--- src/rtl/uart_tx_arbiter.sv ---
// Round-robin arbiter sharing one UART transmitter among NREQ byte requesters.
// Optional per-transfer abort watchdog is enabled by defining UART_ARB_TIMEOUT_EN.
module uart_tx_arbiter #(
   parameter int NREQ    = 4,
   parameter int DW      = 8,
   parameter int TIMEOUT = 4095,
   localparam int GW     = (NREQ > 1) ? $clog2(NREQ) : 1
) (
   input  logic               clk,
   input  logic               rst,
   input  logic [NREQ-1:0]    req_valid,
   input  logic [NREQ*DW-1:0] req_data,
   output logic [NREQ-1:0]    req_ack,
   output logic               tx_start,
   output logic [DW-1:0]      tx_data,
   input  logic               tx_ready,
   output logic [GW-1:0]      grant_id,
   output logic               busy,
   output logic               timeout_err
);

   typedef enum logic [1:0] {
      S_IDLE      = 2'd0,
      S_ISSUE     = 2'd1,
      S_WAIT_DONE = 2'd2
   } state_t;

   if (NREQ < 2 || NREQ > 8 || DW < 1 || TIMEOUT < 1 || TIMEOUT > 65535) begin : g_param_check
      $error("uart_tx_arbiter: parameter out of range");
   end

   state_t            r_state, w_state_nxt;
   logic [GW-1:0]     r_ptr, w_ptr_nxt;
   logic [NREQ-1:0]   r_ack, w_ack_nxt;
   logic              r_start, w_start_nxt;
   logic [DW-1:0]     r_data, w_data_nxt;
   logic [GW-1:0]     r_gid, w_gid_nxt;
   logic              w_found;
   logic [GW-1:0]     w_win;
`ifdef UART_ARB_TIMEOUT_EN
   logic [15:0]       r_cnt, w_cnt_nxt;
   logic              r_terr, w_terr_nxt;
`endif

   // Scan from the slot after the last winner; descending offsets so the nearest valid one lands last.
   always_comb begin
      int idx;
      w_found = 1'b0;
      w_win   = '0;
      idx     = 0;
      for (int k = NREQ; k >= 1; k--) begin
         idx = int'(r_ptr) + k;
         if (idx >= NREQ) idx = idx - NREQ;
         if (req_valid[GW'(idx)]) begin
            w_found = 1'b1;
            w_win   = GW'(idx);
         end
      end
   end

   always_comb begin
      w_state_nxt = r_state;
      w_ptr_nxt   = r_ptr;
      w_ack_nxt   = '0;
      w_start_nxt = r_start;
      w_data_nxt  = r_data;
      w_gid_nxt   = r_gid;
`ifdef UART_ARB_TIMEOUT_EN
      w_cnt_nxt   = r_cnt;
      w_terr_nxt  = r_terr;
`endif
      unique case (r_state)
         S_IDLE: begin
            if (tx_ready && w_found) begin
               w_ack_nxt[w_win] = 1'b1;
               w_start_nxt      = 1'b1;
               w_data_nxt       = req_data[w_win*DW +: DW];
               w_gid_nxt        = w_win;
               w_ptr_nxt        = w_win;
               w_state_nxt      = S_ISSUE;
`ifdef UART_ARB_TIMEOUT_EN
               w_cnt_nxt        = '0;
`endif
            end
         end
         S_ISSUE: begin
            if (!tx_ready) begin
               w_start_nxt = 1'b0;
               w_state_nxt = S_WAIT_DONE;
            end
         end
         S_WAIT_DONE: begin
            if (tx_ready) w_state_nxt = S_IDLE;
         end
         default: begin
            w_start_nxt = 1'b0;
            w_state_nxt = S_IDLE;
         end
      endcase
`ifdef UART_ARB_TIMEOUT_EN
      // Abort once the transfer has spent TIMEOUT cycles outside IDLE; overrides the handshake.
      if (r_state != S_IDLE) begin
         if (r_cnt == 16'(TIMEOUT - 1)) begin
            w_start_nxt = 1'b0;
            w_terr_nxt  = 1'b1;
            w_state_nxt = S_IDLE;
         end else begin
            w_cnt_nxt = r_cnt + 16'd1;
         end
      end
`endif
   end

   always_ff @(posedge clk) begin
      if (rst) begin
         r_state <= S_IDLE;
         r_ptr   <= GW'(NREQ - 1);
         r_ack   <= '0;
         r_start <= 1'b0;
         r_data  <= '0;
         r_gid   <= '0;
`ifdef UART_ARB_TIMEOUT_EN
         r_cnt   <= '0;
         r_terr  <= 1'b0;
`endif
      end else begin
         r_state <= w_state_nxt;
         r_ptr   <= w_ptr_nxt;
         r_ack   <= w_ack_nxt;
         r_start <= w_start_nxt;
         r_data  <= w_data_nxt;
         r_gid   <= w_gid_nxt;
`ifdef UART_ARB_TIMEOUT_EN
         r_cnt   <= w_cnt_nxt;
         r_terr  <= w_terr_nxt;
`endif
      end
   end

   assign req_ack  = r_ack;
   assign tx_start = r_start;
   assign tx_data  = r_data;
   assign grant_id = r_gid;
   assign busy     = (r_state != S_IDLE);
`ifdef UART_ARB_TIMEOUT_EN
   assign timeout_err = r_terr;
`else
   assign timeout_err = 1'b0;
`endif

endmodule

--- config.mk ---
export PLATFORM = sky130hd
export DESIGN_NAME = uart_tx_arbiter
export DESIGN_NICKNAME = d
export VERILOG_FILES = /design/src/rtl/uart_tx_arbiter.sv
export SDC_FILE = /design/constraint.sdc
export NUM_CORES = 1
export LEC_CHECK = 0
export ABC_AREA = 1
export CORE_MARGIN = 10
export CORE_UTILIZATION = 40
export CTS_CLUSTER_DIAMETER = 150
export DETAILED_ROUTE_END_ITERATION = 7
export GPL_TIMING_DRIVEN = 0
export PLACE_DENSITY = 0.76
export RECOVER_POWER = 100
export REMOVE_ABC_BUFFERS = 1
export SYNTH_ARGS = -nofsm -noshare
export SYNTH_HDL_FRONTEND = slang
export SYNTH_SLANG_ARGS = --single-unit
--- constraint.sdc ---
create_clock -name clk -period 2.4 [get_ports clk]
set_input_delay 0.72 -clock clk [delete_from_list [all_inputs] [get_ports clk]]
set_output_delay 0.72 -clock clk [all_outputs]
set_load 0.02 [all_outputs]
==> results of run 1 <==
==> placed cells by master, fill, tap and decap left out, types with 2 or more instances in the layout <==
cell type and n:
a21oi_1 3, buf_4 3, clkbuf_4 3, clkdlybuf4s50_1 37, clkinvlp_4 3, dfxtp_1 19
dlygate4sd3_1 17, inv_1 10, inv_2 3, inv_4 2, nand2_1 42, nand2_2 10
nand2_4 3, nand3_1 16, nand3_2 14, nand4_1 8, nor2_1 7, nor2_2 12
nor3_1 5, o211ai_1 2, o21ai_0 8
==> final timing paths <==
check,startpoint,endpoint,slack [ns],depth (start not counted)
max,r_state[1],busy,0.15,3
min,r_state[1],r_state[1],0.46,1
max reg2reg,r_ptr[0],tx_data[7],0.29,14
min reg2reg,r_state[1],r_state[1],0.46,1
==> metrics by stage <==
step	setup WS, ns	hold slack, ns	util, %	instance area (um2)
final	0.1508	0.4608	61.41	1906
after global routing	0.003198	0.5036	61.41	1906
after CTS	0.05036	0.4675	60.12	1866
after detailed placement	-0.3737	0.4502	58.95	1829
after global placement	-0.3497	0.4441	58.95	1829
after floorplan	0.3653	0.4276	-	1234
==> layer usage <==
metal	routed length [um]	GRT usage, %	part of all wire [%]	vias to the layer above
met4	23	2.737	0.61	0
met2	1792	19.31	47	45
met1	1618	13.90	43	605
met3	362	5.944	9.5	4
met5	0	0	0	-
li1	-	-	-	708
==> kinds of logic (layout without fill, tap and decap cells) <==
kind of cell	after synthesis	in the layout	share of synthesized area, %
flops	19	19	28.95
compound gates	16	16	7.047
buf+inv	25	79	11.05
simple gates	119	120	52.67
other cells	1	1	0.2854
==> synth_stat cells, types with 3 or more instances <==
master | count | area (um2)
inv_1 | 11 | 41.29
nor3_1 | 3 | 15.01
clkbuf_1 | 3 | 11.26
nor2_2 | 14 | 87.58
nand3_1 | 16 | 80.08
nand2_4 | 3 | 33.78
nor2_1 | 5 | 18.77
nand4_1 | 8 | 50.05
dfxtp_1 | 19 | 380.4
nand2_1 | 43 | 161.4
a21oi_1 | 3 | 15.01
inv_2 | 3 | 11.26
nand3_2 | 14 | 140.1
o21ai_0 | 9 | 45.04
buf_6 | 3 | 33.78
nand2_2 | 9 | 56.30
==> registers in the layout, summed over array words and instances (netlist names) <==
| signal | flops |
|---|---|
| tx_start | 1 |
| r_state | 2 |
| r_ptr | 2 |
| tx_data | 8 |
| req_ack | 4 |
| grant_id | 2 |
==> area by class of cell <==
| cell class | count | share of cell area, % |
|---|---|---|
| multi-input combinational | 137 | 41.76 |
| timing repair buffer | 57 | 29.55 |
| sequential | 19 | 19.96 |
| inverter | 16 | 3.611 |
| tap | 44 | 2.889 |
| clock buffer | 3 | 1.182 |
| timing repair inverter | 2 | 0.7879 |
| clock inverter | 1 | 0.2626 |
==> power by group <==
part	internal (uW)	switching, uW	leakage, uW
clock network	62.2	108	0.0000177
registers	362	30.4	0.000156
logic	330	544	0.000686
total	754	683	0.000860
==> worst max-delay path: stages (launching register included) <==
cell           delay [ns]
dfxtp_1              0.34
nor2_1               0.16
inv_1                0.07
dlygate4sd3_1        0.65
==> repair_timing <==
| item | in CTS | in global routing |
|---|---|---|
| gates cloned | 0 | 3 |
| resized for setup | 2 | 5 |
| setup buffers | 0 | 3 |
| pin swaps | 0 | 1 |
| endpoints found under the setup margin | 12 | 17 |
==> results.ini, run 1 <==
[routing]
drc = 0
vias = 1362
wl_per_cell_um = 13.61
detailedRoute.firstPassIterationCount = 4
via_per_inst = 4.882
postRouteWirelength_mm = 3.796
antenna_left = 0
drt_iter0_markers = 48

[synthesis]
async_reset_ff_share_pct = 0
synth_seq_area_share_pct = 28.95
syn_area_per_cell_um2 = 7.299
synth_seq_cells = 19
yosys_warnings = 0
synth-edff-count = 0
ys.flop_type = dfxtp_1
postSynthCellCount = 180
netlist-cell-type-count = 26
syn_area_mm2 = 0.001314

[clocking]
cts_root_buffer = clkbuf_4
clk_pin_slew_ns = 0.12
cts_tree = done
h-tree-depth = 1
cts_max_path_buffers = 2
cts.sinks = 19
cts_hold_buf = 0
cts_buffers = 3
insertion_delay_ns = 0.30

[timing]
finClkSkew_ns = 0.002625
slew_viol_final = 0
rsz0062_at_grt = false
setup_viol = 0
min_period_ns = 2.249
hold_viol = 0
min_period_over_period_pct = 93.72
tns_ns = 0
fmax_mhz = 444.6

[cells_and_area]
drive_above_1_share_pct = 25.11
final_cells = 279
num_antenna_cells = 0
nNetsFinal = 275
area_growth_pct = 45.05
fillers = 320
multi_input_area_um2 = 795.8
regArea_um2 = 380.4

[worst_setup_path]
worstPathRequired_ns = 1.68
crit_type = flip-flop to output port
cp-start-kind = flip-flop
crit_arrival_ns = 1.53
path_max_fanout = 3
endpoint_kind = output port

[floorplanning]
start_util_pct = 42.34
die_w_um = 77.31
fp.dieH_um = 77.31
std_cell_rows = 20
core_mm2 = 0.003103
die_area_mm2 = 0.005977
num_io_pins = 56

[power_and_ir_drop]
power_uw = 1437
ir_worst_vdd_v = 0.0003849
leakage_uw = 0.0008603
power_density_mw_per_mm2 = 754.1

[grt]
track_usage_pct = 11.98
grt_pass1_vias = 1337
grt_overflow = 0
grt_pass1_wl_mm = 6.120
antenna_found_initial = 0
grt_max_degree = 22

[placement]
hpwl_mm = 2.731
dpl.cell_count = 269
gp_congestion = 0.8251
io_buffers = 54

[min_path]
hp-class = flip-flop to flip-flop

[run]
drv_cap = 0

[status]
status = finished clean

Power figures use the tool's default switching activity.
==> run 2, diff against run 1 <==
--- a/config.mk
+++ b/config.mk
@@ -7,11 +7,12 @@
 export LEC_CHECK = 0
 export ABC_AREA = 1
 export CORE_MARGIN = 10
-export CORE_UTILIZATION = 40
+export CORE_UTILIZATION = 42
 export CTS_CLUSTER_DIAMETER = 150
 export DETAILED_ROUTE_END_ITERATION = 7
+export GPL_ROUTABILITY_DRIVEN = 0
 export GPL_TIMING_DRIVEN = 0
-export PLACE_DENSITY = 0.76
+export PLACE_DENSITY = 0.79
 export RECOVER_POWER = 100
 export REMOVE_ABC_BUFFERS = 1
 export SYNTH_ARGS = -nofsm -noshare
==> results.ini, run 2 (same netlist as run 1, synthesis figures left out) <==
[cells_and_area]
area_growth_pct = 44.67  ; was 45.05%
num_antenna_cells = 0  ; unchanged
drive_above_1_share_pct = 25.86  ; was 25.11%
final_util_pct = 62.77  ; was 61.41%
final_cell_mix = nand2_1 (41), clkdlybuf4s50_1 (37), dfxtp_1 (19)  ; was nand2_1 (42), clkdlybuf4s50_1 (37), dfxtp_1 (19)
largest_reg_flops = 8  ; unchanged
final_common_cell = nand2_1  ; unchanged
nNetsFinal = 272  ; was 275
design_area_mm2 = 0.001901  ; was 0.001906 mm2

[grt]
use_met2_pct = 21.00  ; was 19.31%
gr-usage-met3_pct = 4.835  ; was 5.944%
antenna_found_initial = 0  ; unchanged
track_usage_pct = 12.20  ; was 11.98%
use_met1_pct = 13.80  ; was 13.90%
busiest_layer = met2  ; unchanged
grt_pass1_wl_mm = 6.003  ; was 6.120 mm
grt_overflow = 0  ; unchanged
grt_max_degree = 22  ; unchanged
grt_pass1_vias = 1271  ; was 1,337

[power_and_ir_drop]
seqPwrFrac_pct = 27.6  ; was 27.3%
swShare_pct = 48.10  ; was 47.50%
p_sw_uw = 686.6  ; was 682.6 uW
leakage_uw = 0.0008469  ; was 0.0008603 uW
combPwrFrac_pct = 60.9  ; was 60.8%
internal_power_uw = 740.8  ; was 754.3 uW
power_density_mw_per_mm2 = 751.1  ; was 754.1 mW/mm2
power_uw = 1427  ; was 1437 uW
p_clk_share_pct = 11.6  ; was 11.9%
ir_worst_vdd_v = 0.0005076  ; was 0.0003849 V

[timing]
slew_viol_final = 0  ; unchanged
setup_viol = 0  ; unchanged
rsz0062_at_grt = true  ; was false
min_period_ns = 2.294  ; was 2.249 ns
fmax_mhz = 435.9  ; was 444.6 MHz
tns_ns = 0  ; unchanged
hold_viol = 0  ; unchanged
min_period_over_period_pct = 95.59  ; was 93.72%
finClkSkew_ns = 0.007269  ; was 0.002625 ns

[placement]
dpl_cell_area_mm2 = 0.001829  ; unchanged
hpwl_mm = 2.656  ; was 2.731 mm
io_buffers = 54  ; unchanged

[routing]
via_per_inst = 4.870  ; was 4.882
antenna_left = 0  ; unchanged
vias = 1344  ; was 1,362
postRouteWirelength_mm = 3.673  ; was 3.796 mm
detailedRoute.firstPassIterationCount = 4  ; unchanged
drc = 0  ; unchanged
wl_per_cell_um = 13.31  ; was 13.61 um
drt_iter0_markers = 101  ; was 48

[floorplanning]
die_w_um = 75.93  ; was 77.31 um
std_cell_rows = 20  ; unchanged
fp.dieH_um = 75.93  ; was 77.31 um
start_util_pct = 43.39  ; was 42.34%
num_io_pins = 56  ; unchanged
die_area_mm2 = 0.005765  ; was 0.005977 mm2
core_mm2 = 0.003028  ; was 0.003103 mm2

[clocking]
clk_pin_slew_ns = 0.12  ; about the same
cts_tree = done  ; unchanged
cts.sinks = 19  ; unchanged
h-tree-depth = 1  ; unchanged
insertion_delay_ns = 0.30  ; about the same
post_cts_buffers = 0  ; unchanged
cts_hold_buf = 0  ; unchanged
cts_max_path_buffers = 2  ; unchanged
cts_root_buffer = clkbuf_4  ; unchanged
cts_buffers = 3  ; unchanged

[worst_setup_path]
timing.rr.start = r_ptr[0]  ; unchanged
crit_arrival_ns = 2.50  ; was 1.53 ns
endpoint_kind = flip-flop  ; was output port
r2r_setup_slack_ns = 0.30  ; was 0.29 ns
worstPathRequired_ns = 2.60  ; was 1.68 ns
timing.rr.end = tx_data[3]  ; was tx_data[7]
cp-start-kind = primary input  ; was flip-flop
worst-r2r-cell-count = 9  ; was 14
crit_type = primary input to flip-flop  ; was flip-flop to output port
path_max_fanout = 6  ; was 3

[min_path]
hold_path_depth = 1  ; unchanged
hold_start = r_state[1]  ; unchanged
hp-class = flip-flop to flip-flop  ; unchanged
holdPathEnd = r_state[1]  ; unchanged

[status]
status = finished clean  ; unchanged

[run]
drv_cap = 0  ; unchanged

## run 2: worst max path at each step
stage                             from    endpoint  slack, ns  depth (start not counted)
after floorplan           req_valid[3]  tx_data[1]       0.37                         11
after CTS                 req_valid[3]  tx_data[1]       0.09                         11
after global placement    req_valid[3]  tx_data[5]      -0.34                         12
final                     req_valid[3]  tx_data[3]       0.11                         11
after detailed placement  req_valid[3]  tx_data[5]      -0.37                         12
after global routing      req_valid[3]  tx_data[3]      -0.02                         11
## run 2: worst max-delay path, stage by stage
cell	delay, ns
clkdlybuf4s50_1	0.39
inv_1	0.08
nand2_1	0.07
nand2_1	0.12
nand2_1	0.08
nor3_1	0.19
nor2_1	0.08
nand2_2	0.20
clkinvlp_4	0.24
o21ai_0	0.25
nor2_2	0.06
## run 2: power groups by stage
stage	Sequential, uW	Combinational, uW	Clock, uW
after global placement	402	820	0
after CTS	395	847	171
final	394	869	165
after detailed placement	402	829	0
after global routing	402	944	191
after floorplan	446	531	0
## run 2: layout make-up
cell class / instances / area [um2]
Fill cell: 274 / 1127
Multi-Input combinational cell: 137 / 813.3
Timing Repair Buffer: 54 / 540.5
Sequential cell: 19 / 380.4
Inverter: 16 / 68.82
Tap cell: 44 / 55.05
Clock buffer: 3 / 22.52
Timing Repair inverter: 2 / 15.01
Clock inverter: 1 / 5.005
## run 2: metrics by stage
step                      cells  setup WS [ns]  hold slack, ns
after floorplan             171         0.3653          0.4276
after global placement      269        -0.3437          0.4368
after detailed placement    269        -0.3664          0.4436
after CTS                   275        0.08871          0.4612
after global routing        276       -0.01570          0.4832
final                       276         0.1059          0.4604
## run 2: timing repair
action	in CTS	in global routing
pin swaps	0	2
setup endpoints to repair	10	11
gates resized for setup	4	8
cloned	2	1
## run 2: routing by layer
metal / part of all wire, % / vias to the layer above
li1: - / 699
met1: 44 / 601
met2: 48 / 40
met3: 7.3 / 4
met4: 0.98 / 0
met5: 0 / -
==> run 3, diff against run 2 <==
--- a/config.mk
+++ b/config.mk
@@ -14,7 +14,6 @@
 export GPL_TIMING_DRIVEN = 0
 export PLACE_DENSITY = 0.79
 export RECOVER_POWER = 100
-export REMOVE_ABC_BUFFERS = 1
 export SYNTH_ARGS = -nofsm -noshare
 export SYNTH_HDL_FRONTEND = slang
 export SYNTH_SLANG_ARGS = --single-unit
==> results.ini, run 3 (same netlist as run 1, synthesis figures left out) <==
[cells_and_area]
drive_above_1_share_pct = 26.05  ; was 25.86%
final_common_cell = nand2_1  ; unchanged
fillers = 284  ; was 274
final_util_pct = 64.01  ; was 62.77%
largest_reg_flops = 8  ; unchanged
num_antenna_cells = 0  ; unchanged
area_growth_pct = 47.52  ; was 44.67%
final_cell_mix = nand2_1 (43), clkdlybuf4s50_1 (37), dfxtp_1 (19)  ; was nand2_1 (41), clkdlybuf4s50_1 (37), dfxtp_1 (19)
nNetsFinal = 278  ; was 272

[clocking]
cts_buffers = 3  ; unchanged
cts_max_path_buffers = 2  ; unchanged
h-tree-depth = 1  ; unchanged
insertion_delay_ns = 0.29  ; was 0.30 ns
cts_tree = done  ; unchanged
clk_pin_slew_ns = 0.11  ; was 0.12 ns
cts_root_buffer = clkbuf_4  ; unchanged
cts.sinks = 19  ; unchanged

[routing]
antenna_left = 0  ; unchanged
detailedRoute.firstPassIterationCount = 4  ; unchanged
wl_per_cell_um = 13.00  ; was 13.31 um
postRouteWirelength_mm = 3.666  ; was 3.673 mm
vias = 1357  ; was 1,344
drt_iter0_markers = 110  ; was 101
via_per_inst = 4.812  ; was 4.870
drc = 0  ; unchanged

[power_and_ir_drop]
ir_worst_vdd_v = 0.0003600  ; was 0.0005076 V
swShare_pct = 45.36  ; was 48.10%
power_density_mw_per_mm2 = 758.8  ; was 751.1 mW/mm2
p_sw_uw = 667.1  ; was 686.6 uW
leakage_uw = 0.0008920  ; was 0.0008469 uW
seqPwrFrac_pct = 26.1  ; was 27.6%
internal_power_uw = 803.6  ; was 740.8 uW
p_clk_share_pct = 10.9  ; was 11.6%
power_uw = 1471  ; was 1427 uW
combPwrFrac_pct = 63.0  ; was 60.9%

[worst_setup_path]
endpoint_kind = flip-flop  ; unchanged
slowest_delay_ns = 0.50  ; was 0.39 ns
worstPathRequired_ns = 2.59  ; was 2.60 ns
cp_slowest_cell = clkdlybuf4s50_1  ; unchanged
critical-path-top-delay-family = buffers and inverters  ; was simple AND/OR/NAND/NOR gates
path_max_fanout = 10  ; was 6
crit_type = primary input to flip-flop  ; unchanged
crit_arrival_ns = 2.46  ; was 2.50 ns
path_buf_inv = 5  ; was 3
cpMostUsedCell = nand2_4  ; was nand2_1
path_cells = clkdlybuf4s50_1, inv_1, nand2_1, nand3_1, nand2_1, inv_2, nand2_4, nand2_2, nand2_4, nand2_4, buf_6, buf_12, nand3_2, nand3_2, nor2_2, nor2_2  ; was clkdlybuf4s50_1, inv_1, nand2_1, nand2_1, nand2_1, nor3_1, nor2_1, nand2_2, clkinvlp_4, o21ai_0, nor2_2
r2r_setup_slack_ns = 0.56  ; was 0.30 ns
cp-start-kind = primary input  ; unchanged

[floorplanning]
fp.dieH_um = 75.93  ; unchanged
std_cell_rows = 20  ; unchanged
num_io_pins = 56  ; unchanged
start_util_pct = 43.39  ; unchanged
die_w_um = 75.93  ; unchanged
core_mm2 = 0.003028  ; unchanged
die_area_mm2 = 0.005765  ; unchanged

[grt]
grt_overflow = 0  ; unchanged
grt_pass1_vias = 1398  ; was 1,271
grt_pass1_wl_mm = 6.189  ; was 6.003 mm
grt_max_degree = 11  ; was 22
track_usage_pct = 12.47  ; was 12.20%
antenna_found_initial = 0  ; unchanged

[min_path]
hp-class = flip-flop to flip-flop  ; unchanged

[timing]
min_period_ns = 2.269  ; was 2.294 ns
min_period_over_period_pct = 94.52  ; was 95.59%
finClkSkew_ns = 0.001562  ; was 0.007269 ns
hold_viol = 0  ; unchanged
rsz0062_at_grt = true  ; unchanged
fmax_mhz = 440.8  ; was 435.9 MHz
slew_viol_final = 0  ; unchanged
setup_viol = 0  ; unchanged

[synthesis]
syn_nets = 219

[placement]
io_buffers = 54  ; unchanged
hpwl_mm = 3.033  ; was 2.656 mm

[run]
drv_cap = 0  ; unchanged

[status]
status = finished clean  ; unchanged

-- run 3: cell count changes in the layout (fill, tap and decap cells not counted), sizes merged --
cell and delta:
clkinv -1, clkbuf +4, clkinvlp -3, nand2 -1
buf +6, inv +1
-- run 3: what timing repair did --
| action | in CTS | in global routing |
|---|---|---|
| gates resized for setup | 0 | 11 |
| hold buffers | 0 | 0 |
| setup endpoints to repair | 0 | 12 |
| buffers inserted | 0 | 0 |
-- run 3: area by class of cell --
type | count | area [um2] | area share (%)
multi-input combinational | 136 | 788.3 | 40.67
timing repair buffer | 54 | 540.5 | 27.89
sequential | 19 | 380.4 | 19.63
buffer | 9 | 82.58 | 4.261
inverter | 16 | 65.06 | 3.357
tap | 44 | 55.05 | 2.841
clock buffer | 4 | 26.28 | 1.356
-- run 3: metal layers --
layer	vias to the layer above	global-route usage (%)	share of wire [%]	wire, um
li1	707	-	-	-
met5	-	0	0	0
met4	0	3.788	1.3	46
met2	51	19.90	46	1669
met1	595	14.08	42	1558
met3	4	6.368	11	392
-- run 3: through the flow --
step                      cell area (um2)  hold WS (ns)  setup WS, ns   TNS (ns)  cells
final                                1938        0.4630        0.1315          0    282
after detailed placement             1909        0.4546       -0.2863     -3.065    278
after floorplan                      1314        0.4276        0.4670          0    180
after global placement               1909        0.4459       -0.2030     -2.213    278
after global routing                 1938        0.5095     -0.002336  -0.002336    282
after CTS                            1936        0.4702       0.01452          0    282
-- run 3: path summary, 6_finish.rpt --
check                     from          to  cells after the start
setup / recovery  req_valid[1]  tx_data[3]                     16
hold reg to reg     r_state[1]  r_state[1]                      1
hold / removal      r_state[1]  r_state[1]                      1
setup reg to reg      r_ptr[0]  tx_data[3]                     16
-- run 3: power by group through the flow --
stage	Combinational, uW	Sequential (uW)	Clock, uW
3_5_place_dp	946	392	0
5_1_grt	1020	391	176
4_1_cts	949	386	164
6_report	926	384	160
3_3_place_gp	935	391	0
2_1_floorplan	632	438	0
